===== config.mk =====
export PLATFORM = sky130hd
export DESIGN_NAME = fp_regfile_sb
export DESIGN_NICKNAME = d
export VERILOG_FILES = /design/src/rtl/fp_regfile_sb.sv
export SDC_FILE = /design/constraint.sdc
export NUM_CORES = 2
export LEC_CHECK = 0
export BUFFER_PORTS_ARGS = -buffer_cell sky130_fd_sc_hd__buf_2
export CORE_ASPECT_RATIO = 0.75
export CORE_MARGIN = 2
export CORE_UTILIZATION = 57
export CTS_CLUSTER_SIZE = 20
export DETAILED_ROUTE_END_ITERATION = 6
export GPL_ROUTABILITY_DRIVEN = 0
export PLACE_DENSITY = 0.74
export RECOVER_POWER = 25
export SLEW_MARGIN = 20
export SYNTH_ARGS = -nofsm -noshare
export SYNTH_HDL_FRONTEND = slang
export SYNTH_SLANG_ARGS = --single-unit

===== constraint.sdc =====
create_clock -name clk -period 44.4 [get_ports clk]
set_clock_uncertainty 0.15 [all_clocks]
set_input_delay 4.44 -clock clk [delete_from_list [all_inputs] [get_ports clk]]
set_output_delay 4.44 -clock clk [all_outputs]
set_load 0.05 [all_outputs]

===== src/rtl/fp_regfile_sb.sv =====
// fp_regfile_sb: single-precision FP register file with a write scoreboard.
// Supplies bypassed x1/x2 operands, blocks hazardous issues and counts stall cycles.
module fp_regfile_sb #(
    parameter int NREG  = 32,
    parameter int XLEN  = 32,
    parameter int CNT_W = 32,
    localparam int AW   = $clog2(NREG)
) (
    input  logic             clk,
    input  logic             rst,
    input  logic [AW-1:0]    rs1_addr,
    input  logic [AW-1:0]    rs2_addr,
    input  logic             rs1_used,
    input  logic             rs2_used,
    output logic [XLEN-1:0]  rs1_data,
    output logic [XLEN-1:0]  rs2_data,
    input  logic             issue_valid,
    input  logic             issue_wr,
    input  logic [AW-1:0]    issue_rd,
    output logic             issue_ready,
    input  logic             wb_valid,
    input  logic [AW-1:0]    wb_rd,
    input  logic [XLEN-1:0]  wb_data,
    input  logic             flush,
    output logic [NREG-1:0]  busy_mask,
    output logic [CNT_W-1:0] stall_cnt
);

    logic [XLEN-1:0]  regs [NREG];
    logic [NREG-1:0]  busy_q;
    logic [NREG-1:0]  busy_d;
    logic [CNT_W-1:0] stall_q;

    logic             wb_act;
    logic [NREG-1:0]  wb_onehot;
    logic [NREG-1:0]  fire_onehot;
    logic [NREG-1:0]  eff_busy;
    logic             rs1_hz;
    logic             rs2_hz;
    logic             rd_hz;
    logic             fire;
    logic             stall;

    // Writeback is ignored combinationally while rst is high so operands read as zero.
    assign wb_act = wb_valid & ~rst;

    // NOTE: every always_comb output gets a default first, so no path can infer a latch.
    always_comb begin
        wb_onehot   = '0;
        fire_onehot = '0;
        if (wb_act) wb_onehot[wb_rd] = 1'b1;
        if (fire)   fire_onehot[issue_rd] = 1'b1;
    end

    // A result landing this cycle no longer blocks its readers or a new writer.
    assign eff_busy = busy_q & ~wb_onehot;

    always_comb begin
        rs1_hz      = rs1_used & eff_busy[rs1_addr];
        rs2_hz      = rs2_used & eff_busy[rs2_addr];
        rd_hz       = issue_wr & eff_busy[issue_rd];
        issue_ready = flush | ~(rs1_hz | rs2_hz | rd_hz);
    end

    assign fire  = issue_valid & issue_ready & issue_wr & ~flush;
    assign stall = issue_valid & ~issue_ready;

    // Set wins over a same-index clear; flush wins over everything.
    always_comb begin
        busy_d = (busy_q & ~wb_onehot) | fire_onehot;
        if (flush) busy_d = '0;
    end

    always_comb begin
        rs1_data = regs[rs1_addr];
        rs2_data = regs[rs2_addr];
        if (wb_act && (wb_rd == rs1_addr)) rs1_data = wb_data;
        if (wb_act && (wb_rd == rs2_addr)) rs2_data = wb_data;
    end

    // NOTE: the array is held in flops rather than a RAM so it can take the async clear.
    always_ff @(posedge clk or posedge rst) begin
        if (rst) begin
            for (int i = 0; i < NREG; i++) regs[i] <= '0;
        end else if (wb_valid) begin
            regs[wb_rd] <= wb_data;
        end
    end

    // NOTE: sequential state uses <= so each flop samples pre-edge values of its peers.
    always_ff @(posedge clk or posedge rst) begin
        if (rst) begin
            busy_q <= '0;
        end else begin
            busy_q <= busy_d;
        end
    end

    always_ff @(posedge clk or posedge rst) begin
        if (rst) begin
            stall_q <= '0;
        end else if (stall && (stall_q != '1)) begin
            stall_q <= stall_q + CNT_W'(1);
        end
    end

    assign busy_mask = busy_q;
    assign stall_cnt = stall_q;

    a_flush_clears: assert property (@(posedge clk) disable iff (rst)
        flush |=> (busy_q == '0));

    a_cnt_saturates: assert property (@(posedge clk) disable iff (rst)
        (stall_q == '1) |=> (stall_q == '1));

endmodule


==> results.toml <==
[clocking]
cts.htree.levels = 3
post-cts-setup-buffer-count = 0
cts.sink_count = 1088
cts_buffer_depth = 3
cts_tree = "done"
clk_pin_slew_worst_paths_ns = 0.06
cts-root-buf = "clkbuf_16"
cts_resized = 0
cts_buffers = 108
ctsHoldBuffers = 0
clock_latency_ns = 0.72

[cells_and_area]
antenna_cells = 0
fill_cells = 7367
final_util_pct = 63.1
finalInstanceArea_um2 = 64000
area_growth_pct = 9.43
nNetsFinal = 3759
drive_gt1_share_pct = 56.0

[synthesis]
synthAdderAreaFrac_pct = 0.0214
syn_inst = 3736
synth_largest_area_cell = "dfrtp_1"
synth_top_family_by_area = "multiplexers"
netlist_area_um2 = 58500
yosys_warnings = 0
synth.distinct_cells = 59
synth.area.top_cells = "dfrtp_1 47%, mux4_2 25%, mux2_2 20%"
synth_ff_type = "dfrtp_1"
synth_compound_area_share_pct = 1.85
synth.mux.area_fraction_pct = 46.0
synth_xor_area_share_pct = 0.614
synth_edf_count = 0
ys_ff_latch = 1088
ys_seq_area_share_pct = 46.6
postSynthAreaPerCell_um2 = 15.7
syn-num-nets = 3797
synthArstFlopShare_pct = 100
yosys.area_share.simple_pct = 2.31
synth_top_area_share_pct = 46.6

[setup_path]
critPathRequiredTime_ns = 42.75
timing.rr.end = "stall_cnt[1]$_DFFE_PP0P_"
crit_type = "input pin to asynchronous set/reset pin"
cp_max_fo = 176
rrSetupSlack_ns = 41.04
r2r_start = "stall_cnt[0]$_DFFE_PP0P_"
cp_data_arrival_time_ns = 13.95
endpoint_kind = "asynchronous set/reset pin"
reg2reg_depth = 10
start_kind = "input pin"

[detailed_routing]
wl_per_cell_um = 31.7
avgViaCountPerCell = 7.11
vias = 36400
ant_nets = 0
drt_first_pass_iters = 7
routed_wl_um = 162000
remaining_drc_errors = 10
drtIter0Drc = 4212

[power_and_ir_drop]
finalPower_mw = 2.94
vdd_ir_drop_max_mv = 0.0347
p_leak_nw = 27.7
power.density_nw_per_um2 = 46.0

[timing]
fmax_mhz = 64.1
hold_ws_ns = 0.338
slew_headroom_pct = -513
slew_viol_final = 622
rsz0062_at_grt = "false"
finalHoldViolCount = 0
finalCriticalPeriod_ns = 15.60
tightest_slew_ns = 9.19
period_share_pct = 35.1
tns_ns = 0
setup_viol = 0

[global_routing]
global_route.usage.met3_pct = 7.34
grt_usage_pct = 31.5
grt_max_degree = 177
grt_busiest_layer = "met1"
grt_overflow_total = 0
grt_use_met2_pct = 45.8
grt_pass1_vias = 36400
grt_pass1_wl_um = 245000
met1_usage_pct = 48.4
grt_antenna_before_repair = 5

[die]
fp-row-count = 101
die_height_um = 281
initial_core_util_pct = 57.6
pin_count = 189
die_w_um = 374
dieArea_um2 = 105000
core_um2 = 101000

[min_path]
min_to = "stall_cnt[22]$_DFFE_PP0P_"
hold_path.class = "flop to flop"
hold_path_depth = 1
hold_path_startpoint = "stall_cnt[22]$_DFFE_PP0P_"

[run_status]
outcome = "finished with violations"
violations = "DRC, capacitance limit, slew limit"

[place]
hpwl_um = 85700
port_buffers = 188
placed_cell_area_um2 = 60400

[job]
cap_violations = 12
[flip-flops by register name (all words and copies together), names as in the netlist]
signal / flops
regs: 1024
stall_cnt: 32
busy_mask: 32
[where the power goes]
| part | internal, mW | leakage (nW) | switching [mW] | total [mW] |
|---|---|---|---|---|
| sequential | 1.18 | 14.0 | 0.135 | 1.31 |
| combinational | 0.375 | 11.9 | 0.284 | 0.659 |
| clock | 0.565 | 1.83 | 0.409 | 0.973 |
| total | 2.12 | 27.7 | 0.828 | 2.94 |
[cell type report]
class	count	area [µm²]	share of cell area, %
Clock inverter	50	709	1.11
Multi-Input combinational cell	2243	29900	46.7
Clock buffer	147	3050	4.76
Timing Repair Buffer	239	1380	2.15
Tap cell	1339	1680	2.62
Sequential cell	1088	27200	42.5
Inverter	18	80.1	0.125
[per-layer routing]
| layer | wire, µm | share of wire (%) |
|---|---|---|
| met1 | 70500 | 43 |
| met2 | 71900 | 44 |
| met3 | 15700 | 9.7 |
| met4 | 4090 | 2.5 |
| met5 | 58 | 0.036 |
[cell usage after synthesis, drive strengths merged, types with 2 or more instances]
cell and count:
xnor2 29, a311oi 2, nor3 8, nand4bb 2
a21oi 26, a211oi 2, nand3b 4, mux2i 75
o211ai 12, nand2b 2, nand4b 2, o311ai 4
nand4 20, o22ai 18, and2 4, nor2b 2
or4 3, a22oi 2, mux2 1025, or3b 3
nor2 32, or2 3, xor2 12, and4 3
nor3b 6, clkbuf 254, buf 133, o21ai 103
inv 17, nand2 104, mux4 649, and3 33
nand3 16, o2111ai 7, or3 17, dfrtp 1088
[metrics by stage]
step           instances  setup WS [ns]
6_report            5124          28.80
2_1_floorplan       3736           9.16
3_3_place_gp        4927          30.61
3_5_place_dp        4927          30.58
5_1_grt             5124          26.46
4_1_cts             5124          30.58
[cell usage in the layout, fill, tap and decap left out, types with 29 or more instances in the layout]
master	n
mux2i_1	75
nand2_1	91
clkbuf_16	108
dfrtp_1	1088
and3_1	33
buf_2	179
o21ai_0	98
mux4_2	649
buf_4	47
xnor2_1	29
mux2_2	1025
[logic make-up after synthesis]
kind of cell | count (synthesis)
compound gates | 185
xor+xnor | 41
fa+ha+maj | 1
buf+inv | 405
flops | 1088
mux | 1749
simple gates | 267
[worst max-delay path: stages]
cell and delay [ns]:
clkbuf_1 0.12, clkinvlp_2 2.54, clkbuf_1 6.52
[worst max path at each step]
stage / start / end / slack [ns] / cells past startpoint
after detailed placement: rs1_addr[0] / rs1_data[4] / 30.58 / 9
after floorplan: rst / busy_mask[0]$_DFF_PP0_ / 9.16 / 1
after CTS: rs1_addr[0] / rs1_data[4] / 30.58 / 9
after global placement: rs1_addr[0] / rs1_data[4] / 30.61 / 9
final: rst / regs[338]$_DFFE_PP0P_ / 28.80 / 3
after global routing: rst / regs[78]$_DFFE_PP0P_ / 26.46 / 3
No activity file was read; power rests on OpenSTA's default activity.
